===== config.mk =====
export PLATFORM = sky130hd
export DESIGN_NAME = pc_sequencer
export DESIGN_NICKNAME = d
export VERILOG_FILES = /design/src/rtl/pc_sequencer.sv
export SDC_FILE = /design/constraint.sdc
export NUM_CORES = 1
export LEC_CHECK = 0
export ABC_AREA = 1
export CAP_MARGIN = 20
export CORE_UTILIZATION = 40
export DETAILED_ROUTE_END_ITERATION = 7
export DONT_BUFFER_PORTS = 1
export PLACE_DENSITY = 0.64
export SETUP_SLACK_MARGIN = 0.3
export SLEW_MARGIN = 20
export SYNTH_ARGS = -nofsm -noshare
export SYNTH_HDL_FRONTEND = slang
export SYNTH_SLANG_ARGS = --single-unit

===== constraint.sdc =====
create_clock -name clk -period 1.3 [get_ports clk]
set_input_delay 0.26 -clock clk [delete_from_list [all_inputs] [get_ports clk]]
set_output_delay 0.26 -clock clk [all_outputs]
set_load 0.01 [all_outputs]

===== src/rtl/pc_sequencer.sv =====
// Control sequencer for a Hack-style CPU: fetches instruction words from ROM,
// decodes them into single-cycle register/PC strobes, and detects halt/fault conditions.
module pc_sequencer #(
  parameter int ROM_TIMEOUT = 15
) (
  input  logic        clk,
  input  logic        reset,
  input  logic        run,
  input  logic        step,
  input  logic [15:0] instr,
  input  logic        rom_ack,
  input  logic        zr,
  input  logic        ng,
  input  logic [15:0] pc_value,
  input  logic [15:0] a_value,
  output logic        rom_req,
  output logic        pc_reset,
  output logic        pc_inc,
  output logic        pc_load,
  output logic        a_load,
  output logic        d_load,
  output logic        m_write,
  output logic [15:0] ir,
  output logic        halted,
  output logic        fault,
  output logic [15:0] instr_count
);

  localparam int WAIT_W = (ROM_TIMEOUT < 2) ? 1 : $clog2(ROM_TIMEOUT + 1);

  typedef enum logic [2:0] {
    HOLD,
    IDLE,
    FETCH,
    EXEC,
    HALT
  } state_t;

  state_t state, state_next;

  logic              step_q;
  logic              step_armed;
  logic [WAIT_W-1:0] wait_cnt;
  logic              fault_q;
  logic              step_edge;
  logic              jump_taken;
  logic              self_loop;
  logic              fetch_timeout;

  assign step_edge     = step & ~step_q;
  assign jump_taken    = ir[15] & ((ir[2] & ng) | (ir[1] & zr) | (ir[0] & ~ng & ~zr));
  // A taken jump onto its own address can never make progress, so it halts the machine.
  assign self_loop     = jump_taken & (a_value == pc_value);
  assign fetch_timeout = ~rom_ack & (wait_cnt == WAIT_W'(ROM_TIMEOUT - 1));

  assign halted = (state == HALT);
  assign fault  = fault_q;

  always_ff @(posedge clk or negedge reset) begin
    if (!reset) begin
      state <= HOLD;
    end else begin
      state <= state_next;
    end
  end

  always_comb begin
    state_next = state;
    rom_req    = 1'b0;
    pc_reset   = 1'b0;
    pc_inc     = 1'b0;
    pc_load    = 1'b0;
    a_load     = 1'b0;
    d_load     = 1'b0;
    m_write    = 1'b0;
    case (state)
      HOLD: begin
        pc_reset   = 1'b1;
        state_next = IDLE;
      end
      IDLE: begin
        if (run || step_armed) begin
          state_next = FETCH;
        end
      end
      FETCH: begin
        rom_req = 1'b1;
        if (rom_ack) begin
          state_next = EXEC;
        end else if (fetch_timeout) begin
          state_next = HALT;
        end
      end
      EXEC: begin
        if (!ir[15]) begin
          a_load = 1'b1;
          pc_inc = 1'b1;
        end else begin
          a_load  = ir[5];
          d_load  = ir[4];
          m_write = ir[3];
          pc_load = jump_taken;
          pc_inc  = ~jump_taken;
        end
        if (self_loop) begin
          state_next = HALT;
        end else if (run) begin
          state_next = FETCH;
        end else begin
          state_next = IDLE;
        end
      end
      HALT: begin
        state_next = HALT;
      end
      default: begin
        state_next = HOLD;
      end
    endcase
  end

  // Datapath registers: step edge detector, ROM wait counter, IR and retire counter.
  always_ff @(posedge clk or negedge reset) begin
    if (!reset) begin
      step_q      <= 1'b0;
      step_armed  <= 1'b0;
      wait_cnt    <= '0;
      ir          <= 16'h0000;
      instr_count <= 16'h0000;
      fault_q     <= 1'b0;
    end else begin
      step_q <= step;
      if (state == IDLE && state_next == FETCH) begin
        step_armed <= 1'b0;
      end else if (state == IDLE && step_edge) begin
        step_armed <= 1'b1;
      end
      if (state == FETCH) begin
        if (rom_ack) begin
          ir       <= instr;
          wait_cnt <= '0;
        end else begin
          wait_cnt <= wait_cnt + 1'b1;
          if (fetch_timeout) begin
            fault_q <= 1'b1;
          end
        end
      end
      if (state == EXEC) begin
        instr_count <= instr_count + 16'd1;
      end
    end
  end

endmodule


Word-level counts from Yosys, hierarchy flattened

Index checks and enable logic that the tools add are counted.

$mul: 0
Shift operators: 0
$add $sub $neg: 2
Mux-type cells: 21
Bitwise gates (word level): 15
Reductions and logical operators: 7
Div/mod/pow operators: 0
Order comparisons: 0
Eq/ne operators: 7

Operators with widths:

| kind                                                            | number |
|---|---|
| 16-bit by 1-bit adder with 16-bit output, second input constant | 1 |
| 16-bit == test                                                  | 1 |
| 3-bit one-hot mux with 5 select lines                           | 1 |
| 1-bit 2-to-1 mux                                                | 14 |
| 3-bit 2-to-1 mux                                                | 4 |
| 3-bit by 2-bit == test with 1-bit output, second input constant | 3 |
| 1-bit AND                                                       | 8 |
| 1-bit NOT                                                       | 5 |
| 4-bit by 1-bit adder with 4-bit output, second input constant   | 1 |
| 4-bit == test, second input constant                            | 1 |
| 4-bit 2-to-1 mux                                                | 1 |
| 3-bit by 1-bit == test with 1-bit output, second input constant | 1 |
| 3-bit == test, second input constant                            | 1 |
| 3-bit zero test                                                 | 1 |
| 3-bit AND reduction                                             | 1 |
| 1-bit logical AND                                               | 2 |
| 2-bit 2-to-1 mux                                                | 1 |
| 1-bit OR                                                        | 2 |
| 2-bit AND reduction                                             | 1 |
| 2-bit nonzero test                                              | 1 |
| 1-bit logical OR                                                | 1 |

RAM bits: 0
Output and inout bits: 41
Word-level logic and storage cells: 59
Memories kept: 0
Input bits: 55
Register bits after elaboration: 42
ROM bits: 0
Bits in latches: 0

Logic depth before layout (Yosys ltp)

Depth in word-level cells: 11
Gate-level depth with buffers: 9

Worst setup path after synthesis

Ideal clock, no wire load.

Path kind: register to register
Start point: register instr_count[0]
End point: register instr_count[12]
Required time: 1.180 ns
Setup time: 0.120 ns
Period minus slack after synthesis: 1.312 ns
Path slack: -0.012 ns
Arrival: 1.192 ns
Stages on the path, launching flop included: 9
Cells stage by stage: dfrtp_1 -> ha_1 -> inv_1 -> nor2_4 -> nand2_2 -> nor2_4 -> nand2_2 -> o21ai_1 -> nand2_1

Word-level cells in the longest chain between the ends: 1

Ends and longest elaborated chain:

| item                                     | RTL line | text |
|---|---|---|
| start: declaration                       | 26       | `output logic [15:0] instr_count` |
| start signal: assignment                 | 150      | `instr_count <= instr_count + 16'd1;` |
| 16-bit by 1-bit adder with 16-bit output | 150      |  |

Every way passes these cells.
A chain may end at the register's enable or synchronous reset.

Worst setup path after layout

Start point: register state[2]
End point: output port a_load

Word-level cells in the longest chain between the ends: 2

Ends and longest elaborated chain:

| item                                     | RTL line | text |
|---|---|---|
| start: declaration                       | 39       | `state_t state, state_next;` |
| start signal: assignment                 | 63       | `state <= state_next;` |
| 3-bit by 2-bit == test with 1-bit output | 76       | `case (state)` |
| 1-bit 2-to-1 mux                         | 76       |  |
| end: declaration                         | 20       | `output logic a_load,` |

Every way passes these cells.

==> flow_summary_export.csv <==
group,metric,value,unit
setup_path,worstPathMaxFanout,5,
grt,gr-total-overflow,0,
setup_path,critPathLaunchType,"register",
floorplan,die_w,77.81,µm
setup_path,slowest_delay,0.43,ns
sta,layout_min_cycle_time,1.518,ns
routing,viasPerCell,4.692,
routing,vias,2130,
synth,synth_seq_cells,42,
grt,grtUsageTotal,21.89,%
sta,fmax,658.6,MHz
cells_and_area,nets,439,
synth,syn-cell-area,2298,µm²
clocking,h-tree-depth,2,
routing,drt_first_pass_iters,4,
sta,rsz0062_at_grt,"true",
setup_path,cp.arrival,1.26,ns
placement,place.gp.congestion,0.7547,
grt,use_met1,24.83,%
floorplan,rows,27,
clocking,cts_tree,"built",
setup_path,crit_path_end_kind,"output pin",
grt,antenna_found_initial,0,
sta,finalCritPeriodShare,116.8,%
synth,avgSynthCellArea,7.297,µm²
grt,grt_busiest_layer,"met2",
clocking,clk_path_buf_depth,2,
synth,synth_fp_nets,373,
cells_and_area,antenna_cells,0,
hold_path,min-delay-path-class,"primary input to async pin",
clocking,cts_buffers,5,
setup_path,crit_chain,"inv_2, nand3_4, buf_12, a21oi_4",
floorplan,core,5507,µm²
clocking,clk_latency,0.30,ns
flow_run,maxCapViolations,0,
clocking,cts_hold_buffers,1,
routing,drt_iter0_markers,86,
sta,clock_skew,0.006595,ns
floorplan,dieArea,6054,µm²
clocking,clk_pin_slew_worst_paths,0.08,ns
sta,max-slew-margin-rel,72.62,%
sta,slew_viol_final,0,
power,p_per_area,1812,nW/µm²
synth,ys_types,25,
synth,ys_warn_count,0,
cells_and_area,drive_gt1_share,33.77,%
sta,worstMarginPinSlew,0.4070,ns
placement,post-dp-hpwl,3846,µm
placement,port_buffers,0,
clocking,cts_root_buffer,"clkbuf_8",
setup_path,critical_path_class,"register to output pin",
setup_path,worstPathRequired,1.04,ns
power,leakage,0.001705,µW
sta,setup_violations,46,
routing,ant_nets,0,
routing,routed_wl,6030,µm
synth,synth_cells,315,
grt,grt_pass1_vias,2277,
sta,fin_ws,-0.2183,ns
power,irDropWorstVdd,1105,µV
routing,drc,0,
status,outcome,"finished, violations left",
cells_and_area,synthToLayoutAreaGrowth,46.33,%
clocking,clock_sinks,42,
setup_path,slowest_stage,"dfrtp_1",
grt,grt_util_met2,38.76,%
grt,grt_max_degree,43,
synth,seq_area_frac_synth,45.73,%
routing,post_drt_wl_per_cell,13.28,µm
placement,place_ws,-0.04261,ns
grt,met3_usage,5.882,%
floorplan,start_util,41.74,%
floorplan,boundaryPins,96,
status,violations,"hold timing, setup timing",
sta,hold_violations,42,
floorplan,die_y,77.81,µm
sta,hold_ws,-0.3540,ns
grt,grt_pass1_wl,10230,µm
==> cells in the final DEF, fill, tap and decap left out, types with 3 or more instances in the layout <==
cell type and count:
a21oi_1 4, buf_16 3, buf_4 19, buf_6 34
clkbuf_8 5, dfrtp_1 32, dfrtp_2 10, inv_1 35
inv_2 4, nand2_1 123, nand2_2 7, nand3_1 4
nand3_2 4, nand4_1 5, nor2_1 23, nor2_2 7
nor2_4 9, nor3_2 5, o21ai_1 3, xnor2_1 7
xor2_1 7
==> worst paths after layout <==
path	depth (start not counted)	slack (ns)	start	endpoint
worst max-delay path	4	-0.22	state[2]	a_load
worst min-delay path	0	-0.35	reset	ir[13]
worst max register to register	9	-0.20	state[2]	state[2]
worst min register to register	2	0.52	step_q	step_armed
max in group asynchronous	0	1.55	reset	instr_count[4]
min in group clk	2	0.07	instr[13]	ir[13]
==> where the power goes <==
part	internal (µW)	switching, µW	total [µW]
sequential	1740	494	2240
clock	379	470	850
combinational	1550	1460	3010
==> worst max-delay path: cells and delay by family (launching register included) <==
kind	cells	cell delay [ns]
buffers and inverters	2	0.27
AND/OR/NAND/NOR	1	0.10
AO/OA/AOI/OAI	1	0.16
flip-flops	1	0.43
==> kinds of logic after synthesis <==
kind of cell    after synthesis  synth area share, %
xor+xnor                     15                5.716
fa+ha+maj                     3                1.633
compound gates               14                3.157
simple gates                196                35.87
flops                        42                45.73
buf+inv                      45                7.893
==> through the flow <==
stage / total power, µW / cell area [µm²] / utilization, % / instances / TNS, ns
floorplan: 3268 / 2351 / - / 315 / -0.006706
global placement: 3843 / 2605 / 47.31 / 409 / -0.002313
detailed placement: 3891 / 2605 / 47.31 / 409 / -0.06637
CTS: 5893 / 3271 / 59.40 / 449 / -2.548
global route: 6496 / 3363 / 61.08 / 454 / -7.556
finish: 6095 / 3363 / 61.08 / 454 / -4.497
==> final cells by class <==
class | instances | area [µm²]
inverter | 42 | 168.9
sequential | 42 | 1064
fill | 467 | 2143
timing repair buffer | 61 | 688.2
multi-input combinational | 228 | 1260
tap | 72 | 90.09
clock buffer | 6 | 72.57
timing repair inverter | 1 | 6.256
clock inverter | 2 | 13.76
==> registers in the layout (all words and copies together), names as in the netlist <==
register and flops:
instr_count 16, wait_cnt 4, step_q 1, step_armed 1, fault 1, state 3, ir 16
==> Yosys cell counts <==
library cell | n | area (µm²)
nand2_1 | 129 | 484.2
xor2_1 | 8 | 70.07
nand3b_1 | 1 | 7.510
or2_2 | 1 | 6.260
inv_2 | 3 | 11.26
dfrtp_1 | 42 | 1051
a211oi_1 | 1 | 7.510
buf_4 | 1 | 7.510
nor2_1 | 36 | 135.1
nor2_4 | 3 | 33.78
nand3_2 | 1 | 10.01
buf_2 | 1 | 5.000
inv_1 | 39 | 146.4
nand4_1 | 5 | 31.28
nor3_1 | 8 | 40.04
a21oi_1 | 7 | 35.03
nand3_1 | 8 | 40.04
o21ai_0 | 5 | 25.02
o21ai_1 | 1 | 5.000
nand2_2 | 2 | 12.51
nor4_1 | 1 | 6.260
buf_6 | 1 | 11.26
xnor2_1 | 7 | 61.31
nand3_4 | 1 | 17.52
ha_1 | 3 | 37.54
==> layer usage <==
layer / part of all wire [%] / wire, µm
met1: 41 / 2450
met2: 53 / 3167
met3: 5.2 / 316
met4: 1.6 / 96
met5: 0 / 0
==> timing repair <==
action / 4_1_cts / 5_1_grt
setup endpoints to repair: 70 / 82
gates cloned: 4 / 0
pin swaps: 15 / 9
buffers inserted: 27 / 5
hold endpoints to repair: 43 / 42
gates resized for setup: 76 / 15
Note: power is estimated with default switching activity, not from simulation.
==> RTL edit: new RTL, config.mk and constraints unchanged <==
The 5 states of `state_t` get a one-hot encoding in 5 bits.
--- a/src/rtl/pc_sequencer.sv
+++ b/src/rtl/pc_sequencer.sv
@@ -28,12 +28,12 @@
 
   localparam int WAIT_W = (ROM_TIMEOUT < 2) ? 1 : $clog2(ROM_TIMEOUT + 1);
 
-  typedef enum logic [2:0] {
-    HOLD,
-    IDLE,
-    FETCH,
-    EXEC,
-    HALT
+  typedef enum logic [4:0] {
+    HOLD  = 5'b00001,
+    IDLE  = 5'b00010,
+    FETCH = 5'b00100,
+    EXEC  = 5'b01000,
+    HALT  = 5'b10000
   } state_t;
 
   state_t state, state_next;
Check against the original RTL: same outputs for any inputs over 10 cycles, from zero or initial values and one cycle with reset low; not proved beyond that.
==> RTL edit against the unedited design <==
- the flow still finishes with violations (negative hold slack, negative setup slack)
- die area up 7.9%
- worst setup slack got worse by 0.030 ns
- cell area grew 4.5%
- via count rose by 7.8%
- maximum frequency shrank 1.9%
- sequential cell count up 2
- register-to-register slack lost 0.02 ns
- core utilization shrank 2.0 points
- area after synthesis grew 8.1%
- routed wire length increased by 2.1%
- hold slack lost 0.0080 ns
- non-clock buffer count is 4 lower
- sequential power shrank 6%
- total power down 23%
- critical path type unchanged
- critical endpoint is now m_write
- largest power group is now registers
- highest routed layer unchanged
==> RTL edit: results (changes against the unedited design) <==
metric,value,unit,change
initial DRC count,94,,was 86
number of antenna violations at the first check in global routing,0,,unchanged
peak supply drop,0.000853,V,was 0.00111 V
Worst R2R Setup Slack,-0.22,ns,was -0.20 ns
Critical R2R Launch,state[1],,was state[2]
hpwl dp,4020,microns,was 3850 microns
ys flop type,dfrtp_1,,unchanged
vias in the first global route,2184,,was 2277
register area share after synthesis,44.4,%,was 45.7%
Internal Pwr Total,2.96,mW,was 3.67 mW
Setup TNS,-7.10,ns,was -4.50 ns
PortBufs,0,,unchanged
synth top area cells,"dfrtp_1 43%, nand2_1 20%, inv_1 7.9%",,"was dfrtp_1 46%, nand2_1 21%, inv_1 6.4%"
post-route setup slack,-0.248,ns,was -0.218 ns
Final Net Count,462,,was 439
Fin Clk Skew,0.00411,ns,was 0.00659 ns
Fill cells,552,,was 467
Post-Syn Nets,401,,was 373
CP Data Arrival Time,1.29,ns,was 1.26 ns
outcome,"finished, violations left",,unchanged
LEAKAGE,1.79,nW,was 1.70 nW
share of post-route cells with drive strength above 1,32.3,%,was 33.8%
most instantiated cells after synthesis,"132 x nand2_1, 52 x inv_1, 43 x dfrtp_1, 43 x nor2_1",,"was 129 x nand2_1, 42 x dfrtp_1, 39 x inv_1, 36 x nor2_1"
Final Hold Viols,44,,was 42
biggest regs,"instr_count: 16 flops, ir: 16 flops, state: 5 flops",,"was instr_count: 16 flops, ir: 16 flops, wait_cnt: 4 flops"
Worst Reg-to-Reg Cells,8,,was 9
Fin Hold WS,-0.362,ns,was -0.354 ns
first-pass GRT wire length,9190,microns,was 10200 microns
Critical R2R Capture,ir[3],,was state[2]
Max Fclk,646,MHz,was 659 MHz
Placer Congestion,0.763,,was 0.755
Antenna diodes,0,,unchanged
WL/cell,12.8,microns,was 13.3 microns
"Largest stage delay, worst path",0.42,ns,
failing checks,"negative hold slack, negative setup slack",,unchanged
yosys warns,0,,unchanged
gr usage total,18.2,%,was 21.9%
Slew HR,82.1,%,was 72.6%
Final setup viols,49,,was 46
Synth cell types,24,,was 25
DR vias/cell,4.78,,was 4.69
pin count of the biggest net entering global routing,45,,was 43
Pre-antenna DRT Iters,4,,unchanged
RTL edit: timing repair:
item | CTS | global route
resized for setup | 35 | 58
gates cloned | 0 | 1
endpoints found under the setup margin | 73 | 84
buffers inserted | 12 | 12
pin swaps | 4 | 19
endpoints found under the hold margin | 45 | 44
RTL edit: layout make-up:
| cell class | count | area (sq um) | area share (%) |
|---|---|---|---|
| clock buffer | 6 | 82.6 | 2.35 |
| clock inverter | 2 | 15.0 | 0.427 |
| inverter | 53 | 224 | 6.37 |
| multi-input combinational | 242 | 1390 | 39.4 |
| sequential | 44 | 1110 | 31.5 |
| tap | 75 | 93.8 | 2.67 |
| timing repair buffer | 57 | 597 | 17.0 |
| timing repair inverter | 1 | 11.3 | 0.320 |
RTL edit: worst max path at each step:
stage / slack (ns) / end / from / depth (start not counted)
finish: -0.25 / m_write / state[1] / 4
global route: -0.31 / d_load / state[1] / 4
CTS: -0.24 / m_write / state[1] / 4
detailed placement: -0.14 / instr_count[7] / state[1] / 6
global placement: -0.10 / instr_count[6] / state[1] / 6
floorplan: 0.02 / ir[15] / state[1] / 7
RTL edit: metal layers:
layer / routed length (microns) / up-vias / share of wire (%) / GRT usage, %
met5: 0 / - / 0 / 0
met4: 99 / 0 / 1.6 / 5.89
met3: 349 / 9 / 5.7 / 4.27
met1: 2420 / 1062 / 39 / 21.0
met2: 3290 / 67 / 53 / 32.9
li1: - / 1158 / - / -
RTL edit: cells by family (layout without fill, tap and decap cells):
kind of cell | after synthesis | in the layout | synth area share [%]
AND/OR/NAND/NOR | 204 | 204 | 35.2
buffers and inverters | 57 | 119 | 9.42
flip-flops | 44 | 44 | 44.4
AO/OA/AOI/OAI | 19 | 19 | 3.88
XOR/XNOR | 16 | 16 | 5.64
adder cells (fa/ha/maj) | 3 | 3 | 1.51
RTL edit: power groups by stage:
stage	Combinational [mW]	Clock, mW	Sequential [mW]
detailed placement	1.13	0	2.12
floorplan	0.758	0	2.13
global route	1.79	1.02	2.16
finish	1.62	0.942	2.11
CTS	1.36	0.954	2.11
global placement	1.09	0	2.11
RTL edit: metrics by stage:
step	area (sq um)	setup slack (ns)	cells	utilization [%]	hold WS [ns]
after floorplan	2580	0.0164	343	-	-0.0356
after detailed placement	2870	-0.142	446	48.2	-0.0333
after CTS	3200	-0.235	467	53.8	-0.364
final	3520	-0.248	480	59.0	-0.362
after global placement	2870	-0.101	446	48.2	-0.0332
after global routing	3520	-0.307	480	59.0	-0.385
RTL edit: worst register-to-register path, cell delays in order (launching register included):
cell     delay (ns)
dfrtp_1        0.42
nor2_4         0.12
buf_4          0.14
nand4_4        0.15
buf_12         0.19
nor2_8         0.15
buf_8          0.17
nand2_1        0.07
nand2_1        0.07
